===== config.mk =====
export PLATFORM = sky130hd
export DESIGN_NAME = mel_frame_sequencer_flat
export DESIGN_NICKNAME = d
export VERILOG_FILES = /design/src/rtl/mel_pkg.sv /design/src/rtl/mel_frame_sequencer_if.sv /design/src/rtl/pbuf_skid_fifo.sv /design/src/rtl/mel_frame_sequencer.sv /design/src/flat_wrapper.sv
export SDC_FILE = /design/constraint.sdc
export NUM_CORES = 2
export LEC_CHECK = 0
export CORE_AREA = 4 4 366 368
export CTS_CLUSTER_SIZE = 25
export DETAILED_ROUTE_END_ITERATION = 10
export DIE_AREA = 0 0 370 372
export HOLD_SLACK_MARGIN = 0.15
export SYNTH_ARGS = -nofsm -noshare
export SYNTH_HDL_FRONTEND = slang
export SYNTH_SLANG_ARGS = --single-unit

===== constraint.sdc =====
create_clock -name clk_in -period 88.7 [get_ports clk_in]
set_clock_uncertainty 0.2 [all_clocks]
set_input_delay 8.87 -clock clk_in [delete_from_list [all_inputs] [get_ports clk_in]]
set_output_delay 8.87 -clock clk_in [all_outputs]
set_load 0.1 [all_outputs]

===== src/rtl/mel_pkg.sv =====
// Shared defaults and FSM state encoding for the mel frame sequencer.
package mel_pkg;

   localparam int unsigned NUM_FILTERS_DEFAULT  = 26;
   localparam int unsigned N_FFT_DEFAULT        = 512;
   localparam int unsigned DATA_WIDTH_DEFAULT   = 32;
   localparam int unsigned READ_LATENCY_DEFAULT = 2;

   typedef enum logic [1:0] {
      IDLE    = 2'd0,
      STREAM  = 2'd1,
      WAIT_FB = 2'd2,
      DRAIN   = 2'd3
   } mel_state_e;

endpackage


===== src/rtl/mel_frame_sequencer_if.sv =====
// Frame-start, power-buffer, filterbank and mel-output signals of the sequencer.
interface mel_frame_sequencer_if
   import mel_pkg::*;
#(
   parameter int unsigned NUM_FILTERS = NUM_FILTERS_DEFAULT,
   parameter int unsigned N_FFT       = N_FFT_DEFAULT,
   parameter int unsigned DATA_WIDTH  = DATA_WIDTH_DEFAULT
) ();

   localparam int unsigned ADDR_W = $clog2(N_FFT) + 1;
   localparam int unsigned IDX_W  = $clog2(NUM_FILTERS);

   logic                                   frame_start_in;
   logic                                   frame_bank_in;
   logic [ADDR_W-1:0]                      pbuf_addr_out;
   logic [DATA_WIDTH-1:0]                  pbuf_data_in;
   logic [DATA_WIDTH-1:0]                  fb_data_out;
   logic                                   fb_valid_out;
   logic                                   fb_last_out;
   logic                                   fb_ready_in;
   logic [NUM_FILTERS-1:0][DATA_WIDTH-1:0] fb_filtered_data_in;
   logic                                   fb_filtered_valid_in;
   logic                                   fb_filtered_ready_out;
   logic [DATA_WIDTH-1:0]                  mel_data_out;
   logic [IDX_W-1:0]                       mel_index_out;
   logic                                   mel_valid_out;
   logic                                   mel_last_out;
   logic                                   mel_ready_in;
   logic                                   busy_out;
   logic                                   overrun_out;

   // Sequencer side
   modport master (
      input  frame_start_in, frame_bank_in, pbuf_data_in, fb_ready_in,
             fb_filtered_data_in, fb_filtered_valid_in, mel_ready_in,
      output pbuf_addr_out, fb_data_out, fb_valid_out, fb_last_out,
             fb_filtered_ready_out, mel_data_out, mel_index_out,
             mel_valid_out, mel_last_out, busy_out, overrun_out
   );

   // Environment side (frame producer, BRAM, filterbank, mel consumer)
   modport slave (
      output frame_start_in, frame_bank_in, pbuf_data_in, fb_ready_in,
             fb_filtered_data_in, fb_filtered_valid_in, mel_ready_in,
      input  pbuf_addr_out, fb_data_out, fb_valid_out, fb_last_out,
             fb_filtered_ready_out, mel_data_out, mel_index_out,
             mel_valid_out, mel_last_out, busy_out, overrun_out
   );

endinterface


===== src/rtl/pbuf_skid_fifo.sv =====
// Show-ahead skid FIFO absorbing power-buffer read returns while the filterbank stalls.
module pbuf_skid_fifo #(
   parameter int unsigned DEPTH = 4,
   parameter int unsigned WIDTH = 32
) (
   input  logic                         clk,
   input  logic                         rst,
   input  logic                         push,
   input  logic                         pop,
   input  logic [WIDTH-1:0]             wdata,
   output logic [WIDTH-1:0]             rdata,
   output logic                         full,
   output logic                         empty,
   output logic [$clog2(DEPTH+1)-1:0]   count
);

   localparam int unsigned PTR_W = (DEPTH > 1) ? $clog2(DEPTH) : 1;
   localparam int unsigned CNT_W = $clog2(DEPTH + 1);

   logic [WIDTH-1:0] mem_q [DEPTH];
   logic [PTR_W-1:0] wr_ptr;
   logic [PTR_W-1:0] rd_ptr;
   logic             do_push;
   logic             do_pop;

   function automatic logic [PTR_W-1:0] bump(input logic [PTR_W-1:0] p);
      return (p == PTR_W'(DEPTH - 1)) ? '0 : p + PTR_W'(1);
   endfunction

   assign empty   = (count == '0);
   assign full    = (count == CNT_W'(DEPTH));
   assign do_push = push && !full;
   assign do_pop  = pop && !empty;
   assign rdata   = mem_q[rd_ptr];

   // Storage, pointers and occupancy; storage cleared so the head reads zero after reset
   always_ff @(posedge clk or posedge rst) begin
      if (rst) begin
         for (int unsigned i = 0; i < DEPTH; i++) mem_q[i] <= '0;
         wr_ptr <= '0;
         rd_ptr <= '0;
         count  <= '0;
      end else begin
         if (do_push) begin
            mem_q[wr_ptr] <= wdata;
            wr_ptr        <= bump(wr_ptr);
         end
         if (do_pop) rd_ptr <= bump(rd_ptr);
         if (do_push && !do_pop)      count <= count + CNT_W'(1);
         else if (do_pop && !do_push) count <= count - CNT_W'(1);
      end
   end

endmodule


===== src/rtl/mel_frame_sequencer.sv =====
// Streams a power frame from the ping-pong buffer to the filterbank, then serializes the mel energies.
module mel_frame_sequencer
   import mel_pkg::*;
#(
   parameter int unsigned NUM_FILTERS  = NUM_FILTERS_DEFAULT,
   parameter int unsigned N_FFT        = N_FFT_DEFAULT,
   parameter int unsigned DATA_WIDTH   = DATA_WIDTH_DEFAULT,
   parameter int unsigned READ_LATENCY = READ_LATENCY_DEFAULT
) (
   input  logic                  clk_in,
   input  logic                  rst_in,
   mel_frame_sequencer_if.master bus
);

   localparam int unsigned BIN_W = $clog2(N_FFT);
   localparam int unsigned RD_W  = BIN_W + 1;
   localparam int unsigned IDX_W = $clog2(NUM_FILTERS);
   localparam int unsigned DEPTH = READ_LATENCY + 2;
   localparam int unsigned CNT_W = $clog2(DEPTH + 1);
   localparam int unsigned SUM_W = $clog2(2 * DEPTH + 1) + 1;

   mel_state_e                             state;
   logic                                   bank_q;
   logic [RD_W-1:0]                        rd_bin;
   logic [BIN_W-1:0]                       tx_bin;
   logic [READ_LATENCY:0]                  rd_pipe;
   logic [RD_W-1:0]                        addr_q;
   logic [NUM_FILTERS-1:0][DATA_WIDTH-1:0] cap_q;
   logic [IDX_W-1:0]                       mel_idx;
   logic [DATA_WIDTH-1:0]                  mel_data_q;
   logic                                   mel_valid_q;
   logic                                   mel_last_q;
   logic                                   busy_q;
   logic                                   overrun_q;

   logic                  fifo_push_c;
   logic                  fifo_pop_c;
   logic                  fifo_full;
   logic                  fifo_empty;
   logic [DATA_WIDTH-1:0] fifo_head;
   logic [CNT_W-1:0]      fifo_count;
   logic                  fb_valid_c;
   logic                  fb_last_c;
   logic                  issue_c;
   logic [SUM_W-1:0]      inflight_c;
   logic [SUM_W-1:0]      budget_c;
   logic [IDX_W-1:0]      mel_nxt_c;

   // rd_pipe[READ_LATENCY] marks the cycle a read's data sits on pbuf_data_in
   assign fifo_push_c = rd_pipe[READ_LATENCY] && !fifo_full;
   assign fb_valid_c  = !fifo_empty;
   assign fifo_pop_c  = fb_valid_c && bus.fb_ready_in;
   assign fb_last_c   = fb_valid_c && (tx_bin == BIN_W'(N_FFT - 1));
   assign mel_nxt_c   = mel_idx + IDX_W'(1);

   // Read issue: occupancy is counted after this cycle's pop so a free-running stream has no bubbles
   always_comb begin
      inflight_c = '0;
      for (int unsigned i = 0; i <= READ_LATENCY; i++) inflight_c = inflight_c + SUM_W'(rd_pipe[i]);
      budget_c = SUM_W'(fifo_count) - SUM_W'(fifo_pop_c) + inflight_c;
      issue_c  = (state == STREAM) && (rd_bin < RD_W'(N_FFT)) && (budget_c < SUM_W'(DEPTH));
   end

   pbuf_skid_fifo #(
      .DEPTH (DEPTH),
      .WIDTH (DATA_WIDTH)
   ) u_skid (
      .clk   (clk_in),
      .rst   (rst_in),
      .push  (fifo_push_c),
      .pop   (fifo_pop_c),
      .wdata (bus.pbuf_data_in),
      .rdata (fifo_head),
      .full  (fifo_full),
      .empty (fifo_empty),
      .count (fifo_count)
   );

   assign bus.pbuf_addr_out         = addr_q;
   assign bus.fb_data_out           = fifo_head;
   assign bus.fb_valid_out          = fb_valid_c;
   assign bus.fb_last_out           = fb_last_c;
   assign bus.fb_filtered_ready_out = (state == WAIT_FB);
   assign bus.mel_data_out          = mel_data_q;
   assign bus.mel_index_out         = mel_idx;
   assign bus.mel_valid_out         = mel_valid_q;
   assign bus.mel_last_out          = mel_last_q;
   assign bus.busy_out              = busy_q;
   assign bus.overrun_out           = overrun_q;

   // Frame FSM with read issue, capture and mel serialization
   always_ff @(posedge clk_in or posedge rst_in) begin
      if (rst_in) begin
         state       <= IDLE;
         bank_q      <= 1'b0;
         rd_bin      <= '0;
         tx_bin      <= '0;
         rd_pipe     <= '0;
         addr_q      <= '0;
         cap_q       <= '0;
         mel_idx     <= '0;
         mel_data_q  <= '0;
         mel_valid_q <= 1'b0;
         mel_last_q  <= 1'b0;
         busy_q      <= 1'b0;
         overrun_q   <= 1'b0;
      end else begin
         overrun_q <= bus.frame_start_in && (state != IDLE);
         rd_pipe   <= {rd_pipe[READ_LATENCY-1:0], issue_c};
         if (issue_c) begin
            addr_q <= {bank_q, rd_bin[BIN_W-1:0]};
            rd_bin <= rd_bin + RD_W'(1);
         end
         if (fifo_pop_c) tx_bin <= tx_bin + BIN_W'(1);
         case (state)
            IDLE: begin
               if (bus.frame_start_in) begin
                  bank_q <= bus.frame_bank_in;
                  rd_bin <= '0;
                  tx_bin <= '0;
                  busy_q <= 1'b1;
                  state  <= STREAM;
               end
            end
            STREAM: begin
               if (fifo_pop_c && fb_last_c) state <= WAIT_FB;
            end
            WAIT_FB: begin
               if (bus.fb_filtered_valid_in) begin
                  cap_q       <= bus.fb_filtered_data_in;
                  mel_data_q  <= bus.fb_filtered_data_in[0];
                  mel_idx     <= '0;
                  mel_valid_q <= 1'b1;
                  mel_last_q  <= (NUM_FILTERS == 1);
                  state       <= DRAIN;
               end
            end
            DRAIN: begin
               if (bus.mel_ready_in) begin
                  if (mel_last_q) begin
                     mel_valid_q <= 1'b0;
                     mel_last_q  <= 1'b0;
                     busy_q      <= 1'b0;
                     state       <= IDLE;
                  end else begin
                     mel_idx    <= mel_nxt_c;
                     mel_data_q <= cap_q[mel_nxt_c];
                     mel_last_q <= (mel_nxt_c == IDX_W'(NUM_FILTERS - 1));
                  end
               end
            end
            default: state <= IDLE;
         endcase
      end
   end

endmodule


===== src/flat_wrapper.sv =====
// flat-port wrapper written by rule: the top's interface ports become plain ports
module mel_frame_sequencer_flat import mel_pkg::*;
#(
   parameter int unsigned NUM_FILTERS  = NUM_FILTERS_DEFAULT,
   parameter int unsigned N_FFT        = N_FFT_DEFAULT,
   parameter int unsigned DATA_WIDTH   = DATA_WIDTH_DEFAULT,
   parameter int unsigned READ_LATENCY = READ_LATENCY_DEFAULT
)
  (clk_in, rst_in, bus_frame_start_in, bus_frame_bank_in, bus_pbuf_data_in, bus_fb_ready_in, bus_fb_filtered_data_in, bus_fb_filtered_valid_in, bus_mel_ready_in, bus_pbuf_addr_out, bus_fb_data_out, bus_fb_valid_out, bus_fb_last_out, bus_fb_filtered_ready_out, bus_mel_data_out, bus_mel_index_out, bus_mel_valid_out, bus_mel_last_out, bus_busy_out, bus_overrun_out);
  mel_frame_sequencer_if #(.NUM_FILTERS(NUM_FILTERS), .N_FFT(N_FFT), .DATA_WIDTH(DATA_WIDTH)) bus_i ();
  input  logic clk_in;
  input  logic rst_in;
  input wire logic [$bits(bus_i.frame_start_in)-1:0] bus_frame_start_in;
  input wire logic [$bits(bus_i.frame_bank_in)-1:0] bus_frame_bank_in;
  input wire logic [$bits(bus_i.pbuf_data_in)-1:0] bus_pbuf_data_in;
  input wire logic [$bits(bus_i.fb_ready_in)-1:0] bus_fb_ready_in;
  input wire logic [$bits(bus_i.fb_filtered_data_in)-1:0] bus_fb_filtered_data_in;
  input wire logic [$bits(bus_i.fb_filtered_valid_in)-1:0] bus_fb_filtered_valid_in;
  input wire logic [$bits(bus_i.mel_ready_in)-1:0] bus_mel_ready_in;
  output wire logic [$bits(bus_i.pbuf_addr_out)-1:0] bus_pbuf_addr_out;
  output wire logic [$bits(bus_i.fb_data_out)-1:0] bus_fb_data_out;
  output wire logic [$bits(bus_i.fb_valid_out)-1:0] bus_fb_valid_out;
  output wire logic [$bits(bus_i.fb_last_out)-1:0] bus_fb_last_out;
  output wire logic [$bits(bus_i.fb_filtered_ready_out)-1:0] bus_fb_filtered_ready_out;
  output wire logic [$bits(bus_i.mel_data_out)-1:0] bus_mel_data_out;
  output wire logic [$bits(bus_i.mel_index_out)-1:0] bus_mel_index_out;
  output wire logic [$bits(bus_i.mel_valid_out)-1:0] bus_mel_valid_out;
  output wire logic [$bits(bus_i.mel_last_out)-1:0] bus_mel_last_out;
  output wire logic [$bits(bus_i.busy_out)-1:0] bus_busy_out;
  output wire logic [$bits(bus_i.overrun_out)-1:0] bus_overrun_out;
  assign bus_i.frame_start_in = bus_frame_start_in;
  assign bus_i.frame_bank_in = bus_frame_bank_in;
  assign bus_i.pbuf_data_in = bus_pbuf_data_in;
  assign bus_i.fb_ready_in = bus_fb_ready_in;
  assign bus_i.fb_filtered_data_in = bus_fb_filtered_data_in;
  assign bus_i.fb_filtered_valid_in = bus_fb_filtered_valid_in;
  assign bus_i.mel_ready_in = bus_mel_ready_in;
  assign bus_pbuf_addr_out = bus_i.pbuf_addr_out;
  assign bus_fb_data_out = bus_i.fb_data_out;
  assign bus_fb_valid_out = bus_i.fb_valid_out;
  assign bus_fb_last_out = bus_i.fb_last_out;
  assign bus_fb_filtered_ready_out = bus_i.fb_filtered_ready_out;
  assign bus_mel_data_out = bus_i.mel_data_out;
  assign bus_mel_index_out = bus_i.mel_index_out;
  assign bus_mel_valid_out = bus_i.mel_valid_out;
  assign bus_mel_last_out = bus_i.mel_last_out;
  assign bus_busy_out = bus_i.busy_out;
  assign bus_overrun_out = bus_i.overrun_out;
  mel_frame_sequencer #(.NUM_FILTERS(NUM_FILTERS), .N_FFT(N_FFT), .DATA_WIDTH(DATA_WIDTH), .READ_LATENCY(READ_LATENCY)) u_core (.clk_in(clk_in), .rst_in(rst_in), .bus(bus_i));
endmodule

Word level (Yosys, flattened, before mapping):

Index checks and enable logic that the tools add are counted.

* register bits: 1043
* bits of input ports: 871
* output and inout port bits: 86
* logic and storage cells: 149

* add/sub/neg operators: 11
* $lt $le $gt $ge: 6
* equality and inequality tests: 14
* mux-type cells: 42
* bitwise gates (word level): 2
* reductions and logical operators: 29

Operators by type and width (number)
* $mux 32: 7
* $bmux 32 s5: 1
* $bwmux 128: 1
* $bmux 32 s2: 1
* $demux 32 s2: 1
* $pmux 32 s2: 1
* $mux 10: 3
* $mux 9: 3
* $mux 5: 3
* $mux 2: 7
* $logic_and 1x1->1: 12
* $reduce_and 4->1: 3
* $add 10x1->10 const B: 1
* $lt 10x10->1 const B: 1
* $ne 2x2->1 const B: 5
* $pmux 5 s2: 1
* $add 9x1->9 const B: 1
* $eq 9x9->1 const B: 1
* $eq 2x2->1 const B: 4
* $pmux 2 s4: 1
* $reduce_bool 2->1: 4
* $mux 1: 7
* $ge 3x3->1 const B: 2
* $lt 5x6->1 const B: 1
* 23 further kinds: 32

Logic depth before layout (Yosys ltp):

* word-level depth: 10
* mapped depth: 14

Modules after synthesis:

From an unflattened synthesis, not the netlist that was laid out.

* cells, all modules: 2927
* area total of the unflattened synthesis: 46859.9 µm²

By module, submodules not included
* mel_frame_sequencer: times used 1, cells an instance 2578, area each 40876.7 µm², sequential area each 22721.8 µm²
* pbuf_skid_fifo: times used 1, cells an instance 349, area each 5983.2 µm², sequential area each 3378.2 µm²

Worst setup path after synthesis:

OpenSTA, ideal clock, no wires.

* path type: input-to-reg
* start point: input bus_fb_ready_in
* end point: register u_core.addr_q[0] (netlist: u_core.bus.pbuf_addr_out[0])
* arrival time: 11.313 ns
* data required time: 88.375 ns
* setup slack: 77.061 ns
* cell stages on the path: 12
* path buffers: 2
* cell sequence: nand2_1 inv_1 clkbuf_1 ha_1 inv_1 ha_1 a21o_1 a2111oi_2 a211oi_2 nor2_1 buf_2 mux2_2

* cells in the longest elaborated chain, start to end: 5

Ends and longest elaborated chain
* from (decl): line flat_wrapper.sv:16 `input wire logic [$bits(bus_i.fb_ready_in)-1:0] bus_fb_ready_in;`
* $logic_and 1x1->1: line mel_frame_sequencer.sv:52 `assign fifo_pop_c = fb_valid_c && bus.fb_ready_in;`
* $sub 3x1->4: line mel_frame_sequencer.sv:60 `budget_c = SUM_W'(fifo_count) - SUM_W'(fifo_pop_c) + inflight_c;`
* $add 5x5->5: line mel_frame_sequencer.sv:60
* $lt 5x3->1: line mel_frame_sequencer.sv:61 `issue_c = (state == STREAM) && (rd_bin < RD_W'(N_FFT)) && (budget_c < SUM_W'(DEPTH));`
* $logic_and 1x1->1: line mel_frame_sequencer.sv:61
* net u_core.issue_c: line mel_frame_sequencer.sv:44 `logic issue_c;`
* to (signal assigned): line mel_frame_sequencer.sv:111 `addr_q <= {bank_q, rd_bin[BIN_W-1:0]};`
* to (decl): line mel_frame_sequencer.sv:27 `logic [RD_W-1:0] addr_q;`

The timed path passes the listed nets, and every way through them passes these cells.
A chain may end at the register's enable or synchronous reset.

Worst setup path in the final report:

* start point: input bus_fb_filtered_valid_in
* end point: register u_core.cap_q[774] (netlist name)

* cells in the longest elaborated chain, start to end: 1

Ends and longest elaborated chain
* from (decl): line flat_wrapper.sv:18 `input wire logic [$bits(bus_i.fb_filtered_valid_in)-1:0] bus_fb_filtered_valid_in;`
* $reduce_and 2->1 (no source line)
* to (signal assigned): line mel_frame_sequencer.sv:130 `cap_q <= bus.fb_filtered_data_in;`
* to (decl): line mel_frame_sequencer.sv:28 `logic [NUM_FILTERS-1:0][DATA_WIDTH-1:0] cap_q;`

No other way between the ends.

==> results.py <==
metrics = {
    "status": {
        "status": "finished, final reports clean",
    },
    "synthesis": {
        "synth_edf_count": 0,
        "syn_inst": 2980,
        "ys_seq_elements": 1043,
        "syn_nets": 3872,
        "ys_dominant_reg_cell": "dfrtp_1",
        "synth_area_um2": 47200,
        "syn_area_per_cell_um2": 15.9,
        "synth_warnings": 0,
        "synthArstFlopShare_pct": 100,
        "synth-seq-area-share_pct": 55.2,
        "yosysUniqueCellTypes": 55,
    },
    "clock_tree": {
        "h-tree-depth": 3,
        "cts-root-buf": "clkbuf_16",
        "cts.sinks": 1043,
        "clk_pin_slew_ns": 0.06,
        "cts_hold_buf": 0,
        "cts_setup_buffers": 0,
        "worst_skew_pair.late_latency_ns": 0.73,
        "cts_buffer_depth": 3,
        "cts_made_buffers": 116,
        "tritoncts": "built",
        "ctsResizeCount": 0,
    },
    "detailed_routing": {
        "vias": 30000,
        "drt_iter0_markers": 1751,
        "antenna_left": 0,
        "viasPerCell": 5.17,
        "post_drt_wl_per_cell_um": 29.2,
        "dr.pass1.iters": 5,
        "remaining_drc_errors": 0,
        "wl_um": 170000,
    },
    "power_and_ir_drop": {
        "power_w": 0.00240,
        "ir_worst_vdd_mv": 0.0187,
        "pwr_density_cell_nw_per_um2": 38.3,
        "p_leak_nw": 25.2,
    },
    "floorplan": {
        "initial_core_util_pct": 36.1,
        "die_h_um": 372,
        "io_pins": 957,
        "std_cell_rows": 133,
        "die_area_um2": 138000,
        "die_w_um": 370,
        "core_area_um2": 131000,
    },
    "sta": {
        "period_share_pct": 14.5,
        "slew_headroom_pct": 21.5,
        "fmaxAchievable_mhz": 77.6,
        "rsz0062_at_grt": "false",
        "slew_viol_final": 0,
        "hold_viol": 0,
        "tightest_slew_ns": 1.17,
        "tns_ns": 0,
        "fin_crit_ns": 12.89,
        "setup_ws_ns": 75.81,
        "setup_viol": 0,
    },
    "layout": {
        "drive_above_1_share_pct": 38.4,
        "seq_area_um2": 26100,
        "area_growth_pct": 32.8,
        "finalNetCount": 4788,
        "layoutNonFillerInstCount": 5798,
        "fillers": 11500,
        "multi_input_area_um2": 20200,
    },
    "setup_path": {
        "critPathCaptureType": "flip-flop",
        "critPathLaunchType": "input pin",
        "crit_path_max_fanout": 157,
        "arrival_ns": 13.29,
        "cp.required_ns": 89.10,
        "crit_type": "input pin to flip-flop",
    },
    "global_route": {
        "overflow": 0,
        "antenna_found_initial": 89,
        "grt_first_pass_wirelength_um": 236000,
        "grt_usage_pct": 24.0,
        "grt_max_degree": 172,
        "grt_pass1_vias": 31800,
    },
    "placement": {
        "io_buffers": 956,
        "place.gp.congestion": 0.854,
        "placedCellCount": 5533,
        "post-place-ws_ns": 75.11,
        "hpwl_um": 128000,
    },
    "worst_hold_path": {
        "hold_class": "flip-flop to flip-flop",
    },
    "run": {
        "max_cap_viol_count": 0,
    },
}
==> through the flow <==
stage	hold WS (ns)	area, um^2	util [%]
floorplan	0.157	47200	-
global placement	0.164	58500	44.7
detailed placement	0.177	58500	44.7
CTS	0.189	62600	47.9
global route	0.204	62700	47.9
finish	0.187	62700	48.0
==> synthesized netlist by cell type (all sizes together), types with 2 or more instances <==
cell type | n | area (um^2)
dfrtp | 1043 | 26100
mux2 | 1003 | 11300
mux4 | 224 | 5040
buf | 132 | 761
nor2b | 97 | 607
clkbuf | 77 | 293
mux2i | 69 | 691
a21oi | 41 | 205
nand2 | 36 | 135
a2111oi | 32 | 430
a221o | 32 | 320
o22ai | 32 | 200
inv | 22 | 82.6
ha | 20 | 250
o21ai | 17 | 85.1
nor2 | 13 | 48.8
xor2 | 10 | 87.6
nand2b | 9 | 56.3
nand3 | 9 | 50.1
o31ai | 7 | 52.6
a21o | 5 | 37.5
nand4 | 5 | 31.3
nor4 | 4 | 25.0
or4 | 4 | 30.0
and2 | 3 | 18.8
nor3 | 3 | 15.0
nor3b | 3 | 22.5
or3 | 3 | 18.8
a211oi | 2 | 20.0
a221oi | 2 | 17.5
a22o | 2 | 17.5
a41oi | 2 | 32.5
and3 | 2 | 12.5
or3b | 2 | 17.5
xnor2 | 2 | 17.5
==> area by class of cell <==
cell class                      count  share of cell area [%]
Sequential cell                  1043                    41.6
Clock inverter                     39                   0.862
Antenna cell                       47                   0.187
Tap cell                         1755                    3.50
Inverter                           22                   0.144
Timing Repair Buffer             1007                    15.9
Clock buffer                      179                    5.68
Multi-Input combinational cell   1706                    32.1
==> worst max-delay path: stages <==
cell             delay (ns)
clkdlybuf4s50_1        0.51
nand2_4                0.58
buf_12                 0.66
buf_4                  0.94
buf_4                  0.94
mux2_2                 0.43
==> routing by layer <==
metal	up-vias	global-route usage, %	routed length [um]
li1	13000	-	-
met1	15900	29.0	66100
met2	845	41.7	86800
met3	212	6.59	11800
met4	34	7.83	4690
met5	-	0	200
==> cell usage in the layout (no fill, tap or decap), drive strengths merged, types with 20 or more instances in the layout <==
| cell type | count |
|---|---|
| clkdlybuf4s50 | 944 |
| o22ai | 32 |
| a2111oi | 32 |
| inv | 26 |
| clkinv | 22 |
| nor2b | 97 |
| dfrtp | 1043 |
| ha | 20 |
| mux4 | 224 |
| a221o | 32 |
| a21oi | 41 |
| clkbuf | 179 |
| diode | 47 |
| mux2 | 1003 |
| buf | 63 |
| mux2i | 69 |
| nand2 | 36 |
==> where the power goes <==
part | internal (W) | switching, W
registers | 0.000716 | 0.000131
logic | 0.000496 | 0.000546
clock network | 0.000305 | 0.000206
==> path summary, 6_finish.rpt <==
path	from	endpoint	slack, ns	depth (start not counted)
setup / recovery	bus_fb_filtered_valid_in	u_core.cap_q[774]	75.81	6
hold / removal	u_core.rd_pipe[1]	u_core.rd_pipe[2]	0.19	0
setup reg to reg	u_core.state[0]	u_core.cap_q[774]	83.66	7
hold reg to reg	u_core.rd_pipe[1]	u_core.rd_pipe[2]	0.19	0
max in group asynchronous	rst_in	u_core.cap_q[719]	76.51	5
min in group asynchronous	rst_in	u_core.cap_q[254]	8.58	2
==> flip-flops by register name (all words and copies together) (netlist names) <==
signal	count
u_core.rd_pipe	3
u_core.bank_q	1
u_core.bus.pbuf_addr_out	10
u_core.bus.busy_out	1
u_core.bus.mel_last_out	1
u_core.u_skid.mem_q	128
u_core.bus.mel_valid_out	1
u_core.u_skid.wr_ptr	2
u_core.bus.mel_data_out	32
u_core.bus.overrun_out	1
u_core.cap_q	832
u_core.u_skid.rd_ptr	2
u_core.tx_bin	9
u_core.u_skid.count	3
u_core.rd_bin	10
u_core.state	2
u_core.bus.mel_index_out	5
==> cell families (layout without fill, tap and decap cells) <==
logic type               count (synthesis)  in the layout  synth area share (%)
AO/OA/AOI/OAI                          181            181                  3.14
XOR/XNOR                                12             12                 0.222
adder cells (fa/ha/maj)                 21             21                 0.572
buffers and inverters                  231           1247                  2.40
flip-flops                            1043           1043                  55.2
multiplexers                          1296           1296                  36.0
other                                    0             47                     0
AND/OR/NAND/NOR                        196            196                  2.38
Power figures use the tool's default switching activity.
